<file path="src/rtl/imem_loader.sv">
`timescale 1ns/1ps
// imem_loader
// Boot-time writer for the instruction memory. Bytes arrive over a valid/ready
// stream. Each group of four is packed into one 32-bit instruction and written
// to byte address word_idx*4. While a load is running the CPU is held, so fetch
// never sees a partially loaded program.
//
// Ports
//   clk, rst            rising-edge clock; synchronous active-high reset
//   start, word_count   request a load of word_count words (1..DEPTH)
//   byte_valid/ready    incoming byte stream handshake, byte_data payload
//   mem_we/addr/wdata   instruction memory write port (mem_we is a 1-cycle strobe)
//   busy, cpu_hold      load in progress (both identical)
//   done, error         level status of the last load / last rejected start
module imem_loader #(
    parameter int ADDR_WIDTH = 10,
    parameter bit BIG_ENDIAN = 1'b1
) (
    input  logic                  clk,
    input  logic                  rst,
    input  logic                  start,
    input  logic [ADDR_WIDTH:0]   word_count,
    input  logic                  byte_valid,
    input  logic [7:0]            byte_data,
    output logic                  byte_ready,
    output logic                  mem_we,
    output logic [31:0]           mem_addr,
    output logic [31:0]           mem_wdata,
    output logic                  busy,
    output logic                  cpu_hold,
    output logic                  done,
    output logic                  error
);

    typedef enum logic [1:0] {
        ST_IDLE  = 2'd0,
        ST_RECV  = 2'd1,
        ST_WRITE = 2'd2
    } state_t;

    localparam logic [ADDR_WIDTH:0] DEPTH = {1'b1, {ADDR_WIDTH{1'b0}}};

    // Places byte b into the lane selected by its position within the word.
    function automatic logic [31:0] insert_byte(input logic [31:0] word,
                                                input logic [1:0]  idx,
                                                input logic [7:0]  b);
        logic [1:0]  lane;
        logic [31:0] res;
        lane = BIG_ENDIAN ? (2'd3 - idx) : idx;
        res  = word;
        res[{lane, 3'b000} +: 8] = b;
        return res;
    endfunction

    state_t                state_r;
    state_t                state_s;
    logic [ADDR_WIDTH:0]   count_r;
    logic [ADDR_WIDTH-1:0] word_idx_r;
    logic [1:0]            byte_idx_r;
    logic [31:0]           word_r;
    logic                  byte_ready_r;
    logic                  mem_we_r;
    logic [31:0]           mem_addr_r;
    logic [31:0]           mem_wdata_r;
    logic                  busy_r;
    logic                  done_r;
    logic                  error_r;
    logic                  byte_ready_s;
    logic                  mem_we_s;
    logic                  busy_s;

    logic                  start_ok_s;
    logic                  accept_s;
    logic                  last_word_s;
    logic [31:0]           word_ins_s;

    assign start_ok_s  = start && (word_count != {(ADDR_WIDTH+1){1'b0}}) && (word_count <= DEPTH);
    assign accept_s    = (state_r == ST_RECV) && byte_valid && byte_ready_r;
    assign last_word_s = ({1'b0, word_idx_r} == (count_r - {{ADDR_WIDTH{1'b0}}, 1'b1}));
    assign word_ins_s  = insert_byte(word_r, byte_idx_r, byte_data);

    // State register.
    always_ff @(posedge clk) begin
        if (rst) begin
            state_r <= ST_IDLE;
        end else begin
            state_r <= state_s;
        end
    end

    // Next-state logic.
    always_comb begin
        state_s = state_r;
        case (state_r)
            ST_IDLE: begin
                if (start_ok_s) state_s = ST_RECV;
                else            state_s = ST_IDLE;
            end
            ST_RECV: begin
                if (accept_s && (byte_idx_r == 2'd3)) state_s = ST_WRITE;
                else                                  state_s = ST_RECV;
            end
            ST_WRITE: begin
                if (last_word_s) state_s = ST_IDLE;
                else             state_s = ST_RECV;
            end
            default: state_s = ST_IDLE;
        endcase
    end

    // Output decode from the next state, so the registered outputs line up with the state.
    always_comb begin
        byte_ready_s = 1'b0;
        mem_we_s     = 1'b0;
        busy_s       = 1'b0;
        case (state_s)
            ST_RECV: begin
                byte_ready_s = 1'b1;
                busy_s       = 1'b1;
            end
            ST_WRITE: begin
                mem_we_s     = 1'b1;
                busy_s       = 1'b1;
            end
            default: begin
                byte_ready_s = 1'b0;
                mem_we_s     = 1'b0;
                busy_s       = 1'b0;
            end
        endcase
    end

    // Output registers for the handshake, strobe and busy flags.
    always_ff @(posedge clk) begin
        if (rst) begin
            byte_ready_r <= 1'b0;
            mem_we_r     <= 1'b0;
            busy_r       <= 1'b0;
        end else begin
            byte_ready_r <= byte_ready_s;
            mem_we_r     <= mem_we_s;
            busy_r       <= busy_s;
        end
    end

    // Datapath: count latch, byte packing, write address/data and status levels.
    always_ff @(posedge clk) begin
        if (rst) begin
            count_r     <= {(ADDR_WIDTH+1){1'b0}};
            word_idx_r  <= {ADDR_WIDTH{1'b0}};
            byte_idx_r  <= 2'd0;
            word_r      <= 32'd0;
            mem_addr_r  <= 32'd0;
            mem_wdata_r <= 32'd0;
            done_r      <= 1'b0;
            error_r     <= 1'b0;
        end else begin
            case (state_r)
                ST_IDLE: begin
                    if (start_ok_s) begin
                        count_r    <= word_count;
                        word_idx_r <= {ADDR_WIDTH{1'b0}};
                        byte_idx_r <= 2'd0;
                        word_r     <= 32'd0;
                        done_r     <= 1'b0;
                        error_r    <= 1'b0;
                    end else if (start) begin
                        done_r     <= 1'b0;
                        error_r    <= 1'b1;
                    end
                end
                ST_RECV: begin
                    if (accept_s) begin
                        word_r     <= word_ins_s;
                        byte_idx_r <= byte_idx_r + 2'd1;
                        // The fourth byte completes the word: stage the write port now.
                        if (byte_idx_r == 2'd3) begin
                            mem_addr_r  <= {{(30-ADDR_WIDTH){1'b0}}, word_idx_r, 2'b00};
                            mem_wdata_r <= word_ins_s;
                        end
                    end
                end
                ST_WRITE: begin
                    if (last_word_s) done_r <= 1'b1;
                    else             word_idx_r <= word_idx_r + {{(ADDR_WIDTH-1){1'b0}}, 1'b1};
                end
                default: begin
                    done_r <= done_r;
                end
            endcase
        end
    end

    assign byte_ready = byte_ready_r;
    assign mem_we     = mem_we_r;
    assign mem_addr   = mem_addr_r;
    assign mem_wdata  = mem_wdata_r;
    assign busy       = busy_r;
    assign cpu_hold   = busy_r;
    assign done       = done_r;
    assign error      = error_r;

endmodule

</file>
<file path="config.mk">
export PLATFORM = sky130hd
export DESIGN_NAME = imem_loader
export DESIGN_NICKNAME = d
export VERILOG_FILES = /design/src/rtl/imem_loader.sv
export SDC_FILE = /design/constraint.sdc
export NUM_CORES = 1
export LEC_CHECK = 0
export CELL_PAD_IN_SITES_DETAIL_PLACEMENT = 0
export CELL_PAD_IN_SITES_GLOBAL_PLACEMENT = 1
export CORE_MARGIN = 2
export CORE_UTILIZATION = 35
export DETAILED_ROUTE_END_ITERATION = 8
export PLACE_DENSITY = 0.83
export SLEW_MARGIN = 15
export SYNTH_ARGS = -nofsm -noshare
export SYNTH_HDL_FRONTEND = slang
export SYNTH_SLANG_ARGS = --single-unit
</file>
<file path="constraint.sdc">
create_clock -name clk -period 6.49 [get_ports clk]
set_clock_uncertainty 0.1 [all_clocks]
set_input_delay 1.298 -clock clk [delete_from_list [all_inputs] [get_ports clk]]
set_output_delay 1.298 -clock clk [all_outputs]
set_load 0.02 [all_outputs]
</file>
Word-level counts from Yosys, hierarchy flattened:

Index checks and enable logic that the tools add are counted.

* output and inout bits: 70
* bits in registers: 104

* multiplexer cells: 23
* equality and inequality tests: 11
* order comparisons: 1
* reduce and logical (&&, ||, !) cells: 17
* $add $sub $neg: 5
* shift operators: 2

Operators by type and width (count)
* 2-to-1 mux 32 bit: 2
* case mux 32 bit (2 select lines): 1
* bitwise mux 32 bit: 1
* variable shift 8 x 7 -> 32 bit (first input constant): 1
* indexed part select 8 x 7 -> 32 bit: 1
* 2-to-1 mux 10 bit: 2
* case mux 10 bit (2 select lines): 1
* AND reduction 3 bit: 4
* equality test 10 x 11 -> 1 bit: 1
* <= comparator 11 bit (second input constant): 1
* nonzero test 11 bit: 1
* subtractor 11 x 1 -> 11 bit (second input constant): 1
* adder 10 x 1 -> 10 bit (second input constant): 1
* 2-to-1 mux 1 bit: 10
* inequality test 2 bit (second input constant): 4
* negation 5 -> 7 bit: 1
* equality test 2 bit (second input constant): 3
* 2-to-1 mux 2 bit: 3
* case mux 2 bit (3 select lines): 1
* nonzero test 2 bit: 3
* logical AND 1 bit: 5
* equality test 2 x 1 -> 1 bit (second input constant): 2
* case mux 2 bit (2 select lines): 1
* AND reduction 2 bit: 2
* 6 further kinds: 6

Logic depth before layout (Yosys ltp):

* word-level depth: 9
* mapped depth: 12
* depth with buffers taken out: 11

Worst setup path before layout:

No wires, ideal clock.

* path type: input to register
* start: in word_count[5]
* end: reg word_idx_r[8]
* data arrival time: 3.340 ns
* path slack: 2.980 ns
* path buffers: 1
* stages on the path: 8
* library setup time: 0.070 ns
* cells stage by stage: or4_4 > o31ai_1 > nor3b_4 > a21oi_1 > a21o_1 > buf_2 > or4_1 > a21oi_1

* cells in the longest elaborated chain, start to end: 5
* elaborated cells on any way between the ends: 6
* those cells by class: 1 x order compare; 1 x eq/ne; 4 x reduce/logical

RTL lines
* start: declaration: line 22 `input logic [ADDR_WIDTH:0] word_count,`
* parallel branches: the longest is 2 deep, another holds <= comparator 11 bit
* logical AND 1 bit (*): line 77 `assign start_ok_s = start && (word_count != {(ADDR_WIDTH+1){1'b0}}) && (word_count <= DEPTH);`
* inequality test 2 bit (no line) (*)
* AND reduction 3 bit (no line) (*)
* end signal: assignment: line 150 `word_idx_r <= {ADDR_WIDTH{1'b0}};`
* end signal: assignment: line 162 `word_idx_r <= {ADDR_WIDTH{1'b0}};`
* end signal: assignment: line 185 `else word_idx_r <= word_idx_r + {{(ADDR_WIDTH-1){1'b0}}, 1'b1};`
* end: declaration: line 58 `logic [ADDR_WIDTH-1:0] word_idx_r;`

Mark *: on every way between the ends.
A chain may end at the register's enable or synchronous reset.

Final worst setup path:

* start: in word_count[5]
* end: reg word_idx_r[6]

The elaborated chain is that of the path after synthesis.

==> run_results.csv <==
group,metric,value,unit
outcome,status,"finished clean",
drt,firstDrtPassIters,4,
sta,hold_ws,0.3473,ns
setup_path,crit_top_cell,"a21oi_1",
synthesis,synthArstFlopShare,0,
setup_path,start_kind,"input port",
synthesis,syn_inst,586,
setup_path,path_buf_inv,1,
drt,avgViaCountPerCell,5.165,
cts,cts_tree,"yes",
synthesis,synth-edff-count,0,
drt,dr_wl_met2,5757,um
floorplanning,start_util,0.3596,
setup_path,crit_arrival,4.55,ns
synthesis,synth.distinct_cells,44,
floorplanning,die_h,120.9,um
setup_path,path_class,"input port to flip-flop",
drt,postRouteAntennaNets,0,
synthesis,synth_area_leaders,"dfxtp_1 (44%), a21oi_1 (9.4%), nor2_1 (6.8%)",
setup_path,cp_data_required_time,6.66,ns
setup_path,max_stage_delay,0.80,ns
drt,drc,0,
sta,finalSetupViolCount,0,
global_routing,grt_pass1_wl,19930,um
cts,cts_setup_buffers,0,
global_routing,antenna_found_initial,0,
power,p_leak,0.001981,uW
sta,setup_tns,0,ns
min_path,hold_path_class,"flip-flop to flip-flop",
cts,clock_latency,0.34,ns
drt,finalWirelength,12080,um
cts,cts_hold_buf,0,
floorplanning,chipWidth,120.9,um
power,vdd_drop_max,183.5,uV
place,gp_congestion,0.8417,
drt,wl_per_cell,14.91,um
power,power_frac_seq,0.501,
drt,dr_total_vias,4184,
sta,drv_slew,0,
final_layout,layout.nets,661,
drt,first_iter_violations,318,
setup_path,cp-end-kind,"flip-flop",
place,dp_hpwl,8196,um
synthesis,yosysSeqAreaShare,0.4355,
sta,min_period,4.383,ns
synthesis,syn_avg_cell_area,8.158,sq um
floorplanning,core_region_area,13300,sq um
global_routing,grt-ovfl-total,0,
power,power_per_cell_area,225.2,nW/um^2
setup_path,reg2reg_depth,7,
cts,clk_path_buf_depth,2,
setup_path,timing.rr.start,"state_r[0]$_SDFF_PP0_",
setup_path,ff2ff_setup_slack,3.38,ns
synthesis,synth_warnings,0,
synthesis,synth-seq-cells,104,
cts,cts_root_buf,"clkbuf_16",
setup_path,reg2reg_to,"mem_wdata[18]$_SDFFE_PP0P_",
setup_path,path_cells,"clkdlybuf4s50_1, or4_4, o31ai_1, nor3b_4, a21oi_1, a21o_1, or4_1, a21oi_1",
final_layout,antenna_cells,0,
setup_path,cp_top_family,"simple AND/OR/NAND/NOR gates",
floorplanning,std_cell_rows,42,
synthesis,synthTopCellsByCount,"dfxtp_1 (104), a21oi_1 (90), nor2_1 (87)",
setup_path,slowest_stage,"nor3b_4",
job,cap_violations,0,
sta,worst_pin_slew,0.9519,ns
setup_path,crit_start,"word_count[5]",
power,swShare,0.2432,
cts,htreeDepth,3,
power,internal_power,986.1,uW
drt,drt-met1-wl,5431,um
sta,fmax,0.2282,GHz
place,io_buffers,70,
power,clkPwrFrac,0.410,
floorplanning,die-area,14610,sq um
sta,rsz0062_at_grt,"no",
min_path,hp-start,"error$_SDFFE_PP0P_",
synthesis,synth_area,4781,sq um
cts,numCtsBuffers,9,
setup_path,cp_max_fo,21,
drt,dr_wl_met3,702,um
cts,cts.reportedPaths.clkPinSlew,0.06,ns
cts,cts_sinks,104,
sta,finalCritPeriodShare,0.6753,
synthesis,yosys.area.top_type,"dfxtp_1",
synthesis,yosysMostFrequentCell,"dfxtp_1",
synthesis,synth_top_area_share,0.4355,
final_layout,drive_above_1_share,0.04259,
floorplanning,ios,93,
global_routing,grt_pass1_vias,4013,
global_routing,grt_max_degree,69,
global_routing,grt.total_usage,0.1676,
sta,hold_viol,0,
drt,highest_layer,"met4",
cts,cts_resized,0,
min_path,holdPathEnd,"error$_SDFFE_PP0P_",
sta,slew_headroom,0.3605,
min_path,min_path_cells,2,
synthesis,ys.flop_type,"dfxtp_1",
power,p_switching,316.9,uW
power,pwr-share-comb,0.089,
final_layout,area_growth,21.02,%
-- worst max path at each step --
stage / endpoint / slack, ns / depth (start not counted)
4_1_cts: word_idx_r[6]$_SDFFE_PP0P_ / 2.11 / 8
3_5_place_dp: word_idx_r[6]$_SDFFE_PP0P_ / 1.79 / 8
5_1_grt: word_idx_r[6]$_SDFFE_PP0P_ / 1.87 / 8
3_3_place_gp: word_idx_r[6]$_SDFFE_PP0P_ / 1.92 / 8
6_report: word_idx_r[6]$_SDFFE_PP0P_ / 2.11 / 8
2_1_floorplan: word_idx_r[8]$_SDFFE_PP0P_ / 2.98 / 8
-- area by class of cell --
type / instances / area (sq um)
fill: 1347 / 7510
multi-input combinational: 430 / 2425
sequential: 104 / 2082
timing repair buffer: 75 / 733.2
clock buffer: 12 / 236.5
tap: 176 / 220.2
clock inverter: 4 / 55.05
inverter: 9 / 33.78
-- power by group through the flow --
| stage | registers [uW] | clock network [uW] | logic [uW] |
|---|---|---|---|
| after detailed placement | 667 | 0 | 114 |
| after global routing | 653 | 578 | 127 |
| after CTS | 653 | 550 | 115 |
| after floorplan | 665 | 0 | 86.9 |
| after global placement | 667 | 0 | 113 |
| final | 653 | 535 | 116 |
-- through the flow --
stage | cells | total power, uW | setup slack (ns) | cell area (sq um) | util
after global routing | 810 | 1359 | 1.869 | 5786 | 0.4352
after CTS | 810 | 1318 | 2.109 | 5786 | 0.4352
after global placement | 794 | 779.4 | 1.918 | 5494 | 0.4132
after floorplan | 607 | 752.4 | 2.980 | 4860 | -
final | 810 | 1303 | 2.107 | 5786 | 0.4352
after detailed placement | 794 | 781.7 | 1.787 | 5494 | 0.4132
-- sequential cells by signal, indices dropped and copies added (netlist names) --
signal and count:
error 1, word_r 32, count_r 11, busy 1
mem_wdata 32, state_r 2, mem_addr 10, done 1
byte_idx_r 2, byte_ready 1, word_idx_r 10, mem_we 1
-- routing by layer --
metal  vias up  global-route usage
li1       2075                   -
met1      1978              0.2184
met2       115              0.2739
met3        16             0.04417
met4         0             0.04578
met5         -                   0
-- worst min-delay path: stages (launching register included) --
cell     delay (ns)
dfxtp_1        0.31
inv_1          0.05
a21oi_1        0.05
-- logic make-up after synthesis --
family | count (synthesis) | synth area share
AO/OA/AOI/OAI | 144 | 0.1767
XOR/XNOR | 13 | 0.02382
adder cells (fa/ha/maj) | 9 | 0.02355
buffers and inverters | 73 | 0.07694
flip-flops | 104 | 0.4355
multiplexers | 11 | 0.02303
other | 1 | 0.0007844
AND/OR/NAND/NOR | 231 | 0.2397
-- cells in the final DEF, fill, tap and decap left out, drive strengths merged, types with 2 or more instances in the layout --
cell,count
xor2,8
a21o,2
xnor2,5
a211oi,33
inv,9
nand3,5
o21ai,6
nor2,87
nand2,30
nor2b,34
buf,6
ha,9
or2,4
clkbuf,12
nor4,4
nand4,5
clkdlybuf4s50,69
dfxtp,104
or3,5
clkinv,2
mux2i,11
nand2b,3
nor3b,3
nor3,37
o31ai,6
a21oi,90
a41oi,2
or4,6
conb,22
No activity file was read; power rests on OpenSTA's default activity.
==> RTL change 1, RTL diff (same settings) <==
Reset style: asynchronous (`rst`), changed in 3 clocked blocks. Comments in the files are not updated.
--- a/src/rtl/imem_loader.sv
+++ b/src/rtl/imem_loader.sv
@@ -81,5 +81,5 @@
 
     // State register.
-    always_ff @(posedge clk) begin
+    always_ff @(posedge clk or posedge rst) begin
         if (rst) begin
             state_r <= ST_IDLE;
@@ -132,5 +132,5 @@
 
     // Output registers for the handshake, strobe and busy flags.
-    always_ff @(posedge clk) begin
+    always_ff @(posedge clk or posedge rst) begin
         if (rst) begin
             byte_ready_r <= 1'b0;
@@ -145,5 +145,5 @@
 
     // Datapath: count latch, byte packing, write address/data and status levels.
-    always_ff @(posedge clk) begin
+    always_ff @(posedge clk or posedge rst) begin
         if (rst) begin
             count_r     <= {(ADDR_WIDTH+1){1'b0}};
Formal check against the unedited RTL: differs if rst is asserted again (counterexample within 4 cycles, from zero or initial values and one cycle with rst high); with rst held inactive, the same outputs for 10 cycles.
==> RTL change 1 against the original RTL <==
Sequential cell count did not move; count of clock-buffer cells in the layout fell by 1; first-iteration DRC count fell by 38%; worst setup slack improved by 0.77 ns; global-route usage fell by 1.0 points; routed wire length fell by 8.2%; maximum frequency rose by 21%; highest routed layer unchanged; synthesized area rose by 1.3%; critical path type unchanged; design area rose by 1.9%; register-to-register slack got worse by 0.48 ns.
Power is not compared: it rests on default switching activity, and its combinational part moved more than twofold at a synthesized area within 25%.
==> RTL change 1: results (changes against the original RTL) <==
wire length on met3 549 µm (-22%); Post-Place Cell Area 5600 µm² (+1.9%); clk_lat worst skew 0.35 ns; total vias in the final route 3,595 (-14%); filler cell count in the final layout 1,255 (-6.8%); top post-synthesis cells by count sky130_fd_sc_hd__dfrtp_1 (104), sky130_fd_sc_hd__nor2_1 (50), sky130_fd_sc_hd__nand2_1 (42); first-pass iteration count of the detailed router 4 (unchanged); worst hold margin 0.391 ns (+0.0439 ns); clock-pin transition on the worst setup and hold timing paths 0.07 ns; Detail Placement HPWL 7680 µm (-6.3%); Max H-tree Level 3 (unchanged); Post-Route M1 WL 5040 µm (-7.3%); Critical Path Fanout Max 19 (-9.5%); clock root buffer master sky130_fd_sc_hd__clkbuf_16; Switching Power 0.986 mW; Met2 Routed Length 5370 µm (-6.7%); internal reg-to-reg setup slack 2.90 ns (-0.48 ns); share of synthesized area occupied by flip-flops and latches 53.7% (+10 points); first-pass GRT wire length 18,100 µm (-9.0%); Antenna Cells 0 (unchanged); Port Buf Inserts 70 (unchanged); proportion of layout cells with a drive suffix above 1 8.77% (+4.5 points); maximum number of pins on one net before global-route repair 92 (+33%); maximum VDD drop around 0.00020 V; DR iter-0 viols 197 (-38%); normalized max-slew margin 33.8% (-2.3 points); maximum clock insertion buffer count 2 (unchanged); FF-to-FF path depth 10 (+3); Async S/R FF share, synth 100% (+100 points); arrival time of the worst setup path 3.75 ns (-0.80 ns); Total Routing Usage GR 15.7% (-1.0 points); Static Leakage 2.54 nW; DR WL/cell 16.1 µm (+7.9%); main area contributors after synthesis sky130_fd_sc_hd__dfrtp_1 (54%), sky130_fd_sc_hd__a22o_1 (5.8%), sky130_fd_sc_hd__nor2_1 (3.9%); Post-CTS Setup Repair Bufs 0 (unchanged); post-CTS sizing 0 (unchanged); number of antenna violations at the first check in global routing 0 (unchanged); synth unique cells 50 (+14%); nets 540 (-18%); Ys Warns 0 (unchanged); uppermost layer routed met4; outcome complete, no violations; Hold Path Depth 2 (unchanged); Hold Crit Class reg2reg; last weighted congestion value of the routability-driven placer 0.797 (-5.3%); CTS buffer count 9 (unchanged); number of synthesized flops with an enable pin 0 (unchanged)
RTL change 1: cell types whose count changed after synthesis, sizes merged, moves of 12 or more:
cell,delta
nor3,-36
a31oi,+23
dfxtp,-104
a22o,+31
nand2b,+23
nand2,+12
a211oi,-31
nor2,-37
dfrtp,+104
a21oi,-83
clkbuf,-12
nor2b,-34
RTL change 1: critical path, stage by stage:
cell                              delay (ns)
sky130_fd_sc_hd__clkdlybuf4s50_1        0.42
sky130_fd_sc_hd__nor4_1                 0.32
sky130_fd_sc_hd__nand3_1                0.14
sky130_fd_sc_hd__xor2_1                 0.22
sky130_fd_sc_hd__and2_1                 0.75
sky130_fd_sc_hd__a21oi_1                0.33
sky130_fd_sc_hd__a22o_1                 0.28
RTL change 1: through the flow:
stage	std cells	setup WS (ns)	power, mW	util, %
finish	689	2.87	2.66	44.0
global route	689	2.67	2.83	44.0
CTS	689	2.42	2.68	43.9
detailed placement	673	2.06	2.16	41.8
global placement	673	2.15	2.12	41.8
floorplan	469	2.36	1.74	-
RTL change 1: logic make-up after synthesis:
group	share of synthesized area, %
AO/OA/AOI/OAI	16.4
XOR/XNOR	2.53
adder cells (fa/ha/maj)	2.32
buffers and inverters	6.51
flip-flops	53.7
multiplexers	2.97
other	0.0774
AND/OR/NAND/NOR	15.5
RTL change 1: routing by layer:
metal | GRT usage (%) | up-vias
met1 | 21.5 | 1807
li1 | - | 1675
met4 | 4.38 | 0
met2 | 25.1 | 100
met5 | 0 | -
met3 | 3.75 | 13
RTL change 1: final cells by class:
| type | count | area share [%] |
|---|---|---|
| Tap cell | 176 | 3.73 |
| Sequential cell | 104 | 44.1 |
| Clock inverter | 5 | 0.679 |
| Multi-Input combinational cell | 308 | 34.2 |
| Clock buffer | 11 | 4.12 |
| Inverter | 12 | 0.806 |
| Timing Repair Buffer | 73 | 12.3 |
RTL change 1: power by group through the flow:
stage / registers [mW] / logic [mW] / clock network, mW
global route: 1.09 / 1.18 / 0.558
floorplan: 1.17 / 0.571 / 0
finish: 1.06 / 1.09 / 0.520
detailed placement: 1.07 / 1.09 / 0
CTS: 1.06 / 1.09 / 0.529
global placement: 1.06 / 1.06 / 0
RTL change 1: worst paths after layout:
kind | start | endpoint
setup reg to reg | count_r[0] | busy
setup / recovery | word_count[2] | word_r[11]
hold / removal | mem_addr[3] | mem_addr[3]
min in group asynchronous | rst | count_r[0]
max in group asynchronous | rst | mem_addr[11]
hold reg to reg | mem_addr[3] | mem_addr[3]
==> RTL change 2, RTL diff (same settings) <==
Without the edit above. `ADDR_WIDTH`: 10 -> 9.
--- a/src/rtl/imem_loader.sv
+++ b/src/rtl/imem_loader.sv
@@ -14,5 +14,5 @@
 //   done, error         level status of the last load / last rejected start
 module imem_loader #(
-    parameter int ADDR_WIDTH = 10,
+    parameter int ADDR_WIDTH = 9,
     parameter bit BIG_ENDIAN = 1'b1
 ) (
Ports: changed (resized word_count); port bits go from 93 to 92. The function was not compared with the original's and may differ.
==> RTL change 2 against the original RTL <==
Clock power up 4.5%; design area decreased by 2.3%; worst setup slack improved by 0.58 ns; combinational power down 3%; total power hardly changed; maximum frequency up 15%; synthesized area is 2.7% lower; sequential cell count down 3; routed wire length down 8.5%; global-route usage shrank 0.68 points; count of clock-buffer cells in the layout fell by 3; largest power group unchanged.
==> RTL change 2: results (changes against the original RTL) <==
outcome complete, no violations; count of multi-input combinational gates 419 (-2.6%); maximum VDD drop 0.000139 V (-24%); area of all placed cells without fillers 5650 µm² (-2.3%); DR WL/cell 14.0 µm (-6.3%); Static Leakage 1.98 nW (-0.30%); Vias per Instance 5.01 (-3.1%); wire length on met3 481 µm (-31%); top post-synthesis cells by count sky130_fd_sc_hd__dfxtp_1 (101), sky130_fd_sc_hd__nor2_1 (91), sky130_fd_sc_hd__a21oi_1 (84); Post-Route M1 WL 5090 µm (-6.2%); Detail Placement HPWL 7570 µm (-7.6%); crit path max-delay cell type sky130_fd_sc_hd__a21boi_2; main area contributors after synthesis sky130_fd_sc_hd__dfxtp_1 (43%), sky130_fd_sc_hd__a21oi_1 (9.0%), sky130_fd_sc_hd__nor2_1 (7.3%); capture point of the critical path word_r[22]; fraction of synthesized cell area taken by the top area cell type 43.5% (-0.061 points); arrival time of the worst setup path 3.99 ns (-0.56 ns); mean post-synth cell area 8.21 µm² (+0.69%); proportion of layout cells with a drive suffix above 1 5.04% (+0.78 points); Total Routing Usage GR 16.1% (-0.68 points); global routing met3 resource utilization 3.93% (-0.49 points); filler cell count in the final layout 1,330 (-1.3%); nets 641 (-3.0%); Post-Syn Instances 566 (-3.4%); Post-Place Setup Slack 2.28 ns (+0.495 ns); synth unique cells 50 (+14%); clock tree sinks 101 (-2.9%); area of all sequential standard cells 2020 µm² (-2.9%); placed cell count 775 (-2.4%); Pwr Density 231 nW/µm² (+2.5%); last weighted congestion value of the routability-driven placer 0.817 (-3.0%); hold_sp mem_addr[8]; worst flop-to-flop path startpoint state_r[1]; slew at the pin closest to its max-slew limit 1.09 ns (+0.137 ns); Non-CTS inverters 7 (-2); Critical Path Fanout Max 66 (+210%); Met2 Routed Length 5300 µm (-7.9%); maximum number of pins on one net before global-route repair 74 (+7.2%); Port Buf Inserts 68 (-2.9%); number of global-route vias before repair 3,780 (-5.8%); worst hold margin 0.360 ns (+0.0125 ns); clk tree area frac 5.47% (+0.43 points)
[RTL change 2: cell types whose count changed in the layout (fill, tap and decap cells not counted), moves of 3 or more]
| cell | delta |
|---|---|
| sky130_fd_sc_hd__clkbuf_1 | -3 |
| sky130_fd_sc_hd__nor2_1 | +3 |
| sky130_fd_sc_hd__or4_1 | -4 |
| sky130_fd_sc_hd__or2_2 | -3 |
| sky130_fd_sc_hd__o31ai_1 | -3 |
| sky130_fd_sc_hd__a21oi_1 | -6 |
| sky130_fd_sc_hd__dfxtp_1 | -3 |
[RTL change 2: cell families (layout without fill, tap and decap cells)]
group / Yosys count / in the layout / share of synthesized area (%)
AOI/OAI and AO/OA: 137 / 137 / 17.6
xor gates and xnor gates: 13 / 13 / 2.45
adders and majority gates: 9 / 9 / 2.42
buffers and inverters: 68 / 95 / 7.62
DFF: 101 / 101 / 43.5
muxes: 12 / 12 / 2.58
other: 1 / 23 / 0.0807
and+or+nand+nor: 225 / 225 / 23.7
